**config.mk**
```make
export PLATFORM = sky130hd
export DESIGN_NAME = disp_scan_ctrl
export DESIGN_NICKNAME = d
export VERILOG_FILES = /design/src/rtl/disp_scan_ctrl.sv
export SDC_FILE = /design/constraint.sdc
export NUM_CORES = 1
export LEC_CHECK = 0
export ABC_CLOCK_PERIOD_IN_PS = 3300
export BUFFER_PORTS_ARGS = -buffer_cell sky130_fd_sc_hd__buf_2
export CORE_ASPECT_RATIO = 0.75
export CORE_MARGIN = 2
export CORE_UTILIZATION = 45
export CTS_CLUSTER_DIAMETER = 80
export DETAILED_ROUTE_END_ITERATION = 12
export GPL_ROUTABILITY_DRIVEN = 0
export HOLD_SLACK_MARGIN = 0.05
export PLACE_DENSITY = 0.68
export RECOVER_POWER = 25
export SLEW_MARGIN = 20
export SYNTH_ARGS = -nofsm -noshare
export SYNTH_HDL_FRONTEND = slang
export SYNTH_SLANG_ARGS = --single-unit
export TNS_END_PERCENT = 10
```
**constraint.sdc**
```tcl
create_clock -name clk -period 3.3 [get_ports clk]
set_input_delay 0.495 -clock clk [delete_from_list [all_inputs] [get_ports clk]]
set_output_delay 0.495 -clock clk [all_outputs]
set_load 0.05 [all_outputs]
```
**src/rtl/disp_scan_ctrl.sv**
```systemverilog
// Scan controller for a common-anode 7-segment bank: one BCD nibble per slot,
// with anode dead-time at the start of every slot and per-digit blink for time-edit mode.
module disp_scan_ctrl #(
  parameter int NUM_DIGITS   = 8,
  parameter int SCAN_DIV     = 50000,
  parameter int BLANK_CYC    = 16,
  parameter int BLINK_FRAMES = 128
) (
  input  logic                      clk,
  input  logic                      rst_n,
  input  logic                      enable,
  input  logic [4*NUM_DIGITS-1:0]   digits_in,
  input  logic [NUM_DIGITS-1:0]     blink_mask,
  input  logic [NUM_DIGITS-1:0]     dp_mask,
  output logic [3:0]                digit_code,
  output logic [NUM_DIGITS-1:0]     an_n,
  output logic                      dp_n,
  output logic                      frame_tick
);

  localparam int CW = $clog2(SCAN_DIV);
  localparam int FW = $clog2(BLINK_FRAMES + 1);
  localparam int IW = $clog2(NUM_DIGITS);

  localparam logic [CW-1:0] BLANK_LAST = CW'(BLANK_CYC - 1);
  localparam logic [CW-1:0] SLOT_LAST  = CW'(SCAN_DIV - 1);
  localparam logic [IW-1:0] IDX_LAST   = IW'(NUM_DIGITS - 1);
  localparam logic [FW-1:0] FRAME_LAST = FW'(BLINK_FRAMES - 1);

  typedef enum logic [1:0] {IDLE, BLANK, SHOW} state_t;

  state_t          state, state_nxt;
  logic [CW-1:0]   cnt, cnt_nxt;
  logic [IW-1:0]   idx, idx_nxt;
  logic [FW-1:0]   fcnt, fcnt_nxt;
  logic            blink_phase, phase_nxt;
  logic            dp_sel, dp_sel_nxt;
  logic [3:0]      code_nxt;
  logic [NUM_DIGITS-1:0] an_nxt;
  logic            dp_nxt;
  logic            tick_nxt;
  logic            load;
  logic            wrap;
  logic [IW-1:0]   load_idx;
  logic [3:0]      sel_nib;
  logic            sel_blink;
  logic            sel_dp;
  logic            blank_now;

  // Outputs are computed one cycle ahead so every output is a plain register.
  // The slot counter runs 0..SCAN_DIV-1 across BLANK and SHOW; the digit
  // snapshot is taken on every BLANK entry using the blink phase that will be
  // in force for the new slot, so the phase flip lines up with digit 0.
  always_comb begin
    state_nxt  = state;
    cnt_nxt    = cnt;
    idx_nxt    = idx;
    fcnt_nxt   = fcnt;
    phase_nxt  = blink_phase;
    dp_sel_nxt = dp_sel;
    code_nxt   = digit_code;
    an_nxt     = an_n;
    dp_nxt     = dp_n;
    tick_nxt   = 1'b0;
    load       = 1'b0;
    wrap       = 1'b0;
    load_idx   = idx;
    sel_nib    = 4'hF;
    sel_blink  = 1'b0;
    sel_dp     = 1'b0;
    blank_now  = 1'b0;

    if (!enable) begin
      state_nxt = IDLE;
      cnt_nxt   = '0;
      idx_nxt   = '0;
      code_nxt  = 4'hF;
      an_nxt    = '1;
      dp_nxt    = 1'b1;
    end else begin
      case (state)
        IDLE: begin
          state_nxt = BLANK;
          cnt_nxt   = '0;
          idx_nxt   = '0;
          load      = 1'b1;
          load_idx  = '0;
        end
        BLANK: begin
          cnt_nxt = cnt + 1'b1;
          if (cnt == BLANK_LAST) begin
            state_nxt   = SHOW;
            an_nxt      = '1;
            an_nxt[idx] = 1'b0;
            dp_nxt      = ~dp_sel;
          end
        end
        SHOW: begin
          if (cnt == SLOT_LAST) begin
            state_nxt = BLANK;
            cnt_nxt   = '0;
            an_nxt    = '1;
            dp_nxt    = 1'b1;
            load      = 1'b1;
            if (idx == IDX_LAST) begin
              idx_nxt = '0;
              wrap    = 1'b1;
            end else begin
              idx_nxt = idx + 1'b1;
            end
            load_idx = idx_nxt;
          end else begin
            cnt_nxt = cnt + 1'b1;
          end
        end
        default: begin
          state_nxt = IDLE;
          code_nxt  = 4'hF;
          an_nxt    = '1;
          dp_nxt    = 1'b1;
        end
      endcase
    end

    if (wrap) begin
      tick_nxt = 1'b1;
      if (fcnt == FRAME_LAST) begin
        fcnt_nxt  = '0;
        phase_nxt = ~blink_phase;
      end else begin
        fcnt_nxt = fcnt + 1'b1;
      end
    end

    for (int i = 0; i < NUM_DIGITS; i++) begin
      if (load_idx == IW'(i)) begin
        sel_nib   = digits_in[4*i +: 4];
        sel_blink = blink_mask[i];
        sel_dp    = dp_mask[i];
      end
    end

    if (load) begin
      blank_now  = sel_blink & phase_nxt;
      code_nxt   = blank_now ? 4'hF : sel_nib;
      dp_sel_nxt = sel_dp & ~blank_now;
    end
  end

  always_ff @(posedge clk or negedge rst_n) begin
    if (!rst_n) begin
      state       <= IDLE;
      cnt         <= '0;
      idx         <= '0;
      fcnt        <= '0;
      blink_phase <= 1'b0;
      dp_sel      <= 1'b0;
      digit_code  <= 4'hF;
      an_n        <= '1;
      dp_n        <= 1'b1;
      frame_tick  <= 1'b0;
    end else begin
      state       <= state_nxt;
      cnt         <= cnt_nxt;
      idx         <= idx_nxt;
      fcnt        <= fcnt_nxt;
      blink_phase <= phase_nxt;
      dp_sel      <= dp_sel_nxt;
      digit_code  <= code_nxt;
      an_n        <= an_nxt;
      dp_n        <= dp_nxt;
      frame_tick  <= tick_nxt;
    end
  end

endmodule
```
==> results summary <==
For this design the ratio of total power to cell area is 460.6 nW/um^2. After technology mapping, the gate count stands at 315. The switching share of power came out at 0.3501. The maximum clock frequency is 342.0 MHz. The critical path is of the reg -> reg type. In the synthesized netlist the dominant register cell turns out to be dfrtp_1. The number of distinct standard cells referenced by the synthesized netlist is 59. The net count after synthesis came out at 375. The logic gate share of total power is 0.314. For this run, design rule violations remaining after detail routing come to 0. The top cell type by total area after synthesis is dfrtp_1.

The total of max-cap violations came out at 1. The number of antenna violations at the first check in global routing is 0. The die boundary width is 96.40 um.

The total of flip-flops plus latches after synthesis is 45. The layout cell share with drive strength beyond 1 is 0.2865. The met3 capacity usage during global routing came out at 0.03795. The total negative slack is 0 ns. The number of buffers added by the clock tree synthesis step is 5. For this run, the share of the core covered by cells in the final layout is 0.5480. Broken down by cell family, the worst path's largest delay share belongs to simple AND/OR/NAND/NOR gates. The checks that failed: capacitance limit, slew limit. The buffer levels on the longest clock path came out at 2. The overall power after layout is 1.579 mW. The signal on the critical path passes through nor4_4, nand3_4, nor3_4, mux2i_1, a222oi_1, or2_2, a31oi_1, o32a_1.

The number of nets in the final layout is 443. The type of the tightest min-delay check is reg -> reg. The overall overflow remaining after global route is 0. Clock skew on the completed layout was measured at 0.007334 ns. The data required time of the critical path came out at 3.54 ns. The average wire length per cell after detail routing came out at 14.95 um.

For this configuration, the core starts out at a cell density of 0.4606. The internal power of the cells is 1.026 mW. The area of all sequential standard cells came out at 1142 sq um. The number of nets still failing antenna checks after routing came out at 0. The maximum single-stage delay on the critical path is 0.51 ns.

Port buffering added 64 buffers. The count of flip-flops with a built-in enable after synthesis came out at 0. The actual slew at the worst max-slew pin is 2.310 ns. The share of total power in sequential cells came out at 0.410.

The wire length of the first global-routing pass came out at 11,140 um. Final hold analysis gives a worst-case slack of 0.4809 ns. Dividing the synthesized area by the synthesized cell count gives 9.148 sq um.

The number of I/O pins is 65. CTS placed an instance of clkbuf_8 at the clock tree root. The floorplan step defined a die boundary enclosing 7066 sq um. The share of total power in the clock network is 0.276. The area of the placeable core came out at 6256 sq um.

The height of the chip is 73.30 um. The count of H-tree levels built during CTS is 2. For this run, asynchronously set or reset flops after synthesis account for 1.000. The post-layout instance area is 3428 sq um. Setup violations remaining at the end of the flow were counted as 0.

The final hold violation count came to 0. OpenSTA, run right after detailed placement, puts the worst setup slack at 0.4113 ns. The Yosys warning count came out at 0. The detailed router's first-iteration violation count is 137. The clock latency on the worst-skew pair came out at 0.30 ns.

By count the netlist is led by 43 x nand2_1, 35 x nor2_1, 32 x dfrtp_1. The area added between synthesis and finish is 18.98%. The final critical-path share of the clock period is 0.8860. The met1 track demand over resource in global routing is 0.3234. The total wire length came out at 6950 um. Of all nets on the critical path, the largest fanout is 6. The placed cell count came out at 457. The analysis attributes to cell leakage a power of 1.542 nW. The clock-pin slew reported for the worst setup and hold paths after clock tree synthesis came out at 0.08 ns. The floorplan row count came out at 25. The layer flagged by global routing as most heavily used is met1.

The post-cts resize count came out at 0. The worst-case IR drop observed on VDD is 0.4193 mV. The combined global-route utilization of all metal layers came out at 0.2036. The clock sink count came out at 45. The max-slew headroom at the worst pin is -0.5400.

The finished layout holds 465 standard cells, fillers aside. The combined area of the multi-input logic cells is 1670 sq um. The mean number of vias per cell came out at 5.544. The cell area after synthesis came out at 2882 sq um. The final setup slack of the worst path is 0.3761 ns. TritonCTS built the clock tree. The largest net degree at the start of global routing came out at 46.

Buffers added to address setup during post-CTS repair amount to 0. By area the synthesized netlist is led by dfrtp_1 28%, dfstp_2 12%, nand2_1 5.6%. The register area share after synthesis is 0.3964.

Of the post-synthesis cell area, the dominant cell type holds 0.2779. The data arrival at the endpoint of the critical path is 3.17 ns. Setup repair after global routing left no endpoint under its margin. The total of fill cells in the finished design came out at 601. The number of global-route vias before repair is 2,263. STA classifies the critical path startpoint as a flop. The number of inserted diodes is 0. The dominant cell by count in the synthesized netlist is nand2_1. Buffers inserted to repair hold after CTS numbered 0. STA classifies the critical path endpoint as a flop. The count of buffering cells on the critical path with inverters included came out at 0. The total via count in the routed design is 2,578. In this run the cell area measured after placement is 3309 sq um. In the global route stage, met2 resource usage came out at 0.2870. The total half-perimeter wirelength after legalization and detailed placement is 5348 um. The minimum clock period after layout came out at 2.924 ns. The detailed-routing iteration count for the pre-antenna-repair pass came out at 5. For this design the total switching power over the nets is 552.8 uW. The slowest stage of the critical path is the mux2i_1 cell. The max-slew violation count is 46.

The flow ran to the end, but the final reports show violations.
==> per-layer routing <==
layer / vias to the layer above / wire [um]
li1: 1300 / -
met1: 1218 / 3522
met2: 56 / 3105
met3: 4 / 299
met4: 0 / 22
met5: - / 0
==> cells in the final DEF, fill, tap and decap left out, types with 2 or more instances in the layout <==
| cell | count |
|---|---|
| and2_1 | 5 |
| xor2_1 | 6 |
| a221oi_1 | 4 |
| dfrtp_1 | 32 |
| ha_1 | 9 |
| nand2_1 | 43 |
| nor2b_1 | 5 |
| nand3b_1 | 4 |
| nor2_1 | 35 |
| a21o_1 | 2 |
| mux2_4 | 2 |
| a222oi_1 | 4 |
| buf_4 | 7 |
| nor4_4 | 2 |
| a21oi_1 | 7 |
| o21ai_0 | 22 |
| o211ai_1 | 2 |
| a22oi_1 | 6 |
| a21boi_0 | 3 |
| a31oi_1 | 11 |
| nand4_1 | 3 |
| o32a_1 | 4 |
| and3_1 | 10 |
| dfstp_2 | 13 |
| a41oi_1 | 4 |
| or2_2 | 3 |
| nand2b_1 | 3 |
| inv_1 | 6 |
| nand3_1 | 9 |
| nor3_1 | 4 |
| buf_2 | 63 |
| o31ai_1 | 3 |
| xnor2_1 | 4 |
| mux2_2 | 2 |
| mux2i_1 | 9 |
| clkbuf_8 | 6 |
| nor3b_1 | 3 |
==> path summary, 6_finish.rpt <==
check,startpoint,to,slack (ns),cells after the start
max in group asynchronous,rst_n,state[0],1.11,1
setup reg to reg,cnt[5],digit_code[0],0.38,8
min in group asynchronous,rst_n,fcnt[5],0.88,1
setup / recovery,cnt[5],digit_code[0],0.38,8
hold / removal,dp_sel,dp_n,0.48,1
hold reg to reg,dp_sel,dp_n,0.48,1
==> logic make-up (layout without fill, tap and decap cells) <==
kind of cell    after synthesis  count (layout)  synth area share
buf+inv                      16              85           0.02605
simple gates                142             142            0.2644
xor+xnor                     10              10           0.03039
fa+ha+maj                     9               9           0.03908
mux                          14              14           0.05341
compound gates               79              79            0.1902
flops                        45              45            0.3964
==> sequential cells by signal (all words and copies together) (netlist names) <==
register	cells
frame_tick	1
state	2
dp_n	1
blink_phase	1
fcnt	8
cnt	16
an_n	8
idx	3
digit_code	4
dp_sel	1
==> cell type report <==
cell class | count | area share
Sequential cell | 45 | 0.3332
Inverter | 6 | 0.006569
Multi-Input combinational cell | 254 | 0.4872
Timing Repair Buffer | 71 | 0.1084
Clock inverter | 2 | 0.01095
Tap cell | 81 | 0.02956
Clock buffer | 6 | 0.02409
==> power groups by stage <==
stage                     Combinational, mW  Sequential, mW  Clock (mW)
after floorplan                       0.251           0.744           0
after global placement                0.488           0.655           0
after detailed placement              0.493           0.656           0
after CTS                             0.496           0.646       0.451
after global routing                  0.537           0.653       0.478
final                                 0.496           0.647       0.436
Power figures use the tool's default switching activity.
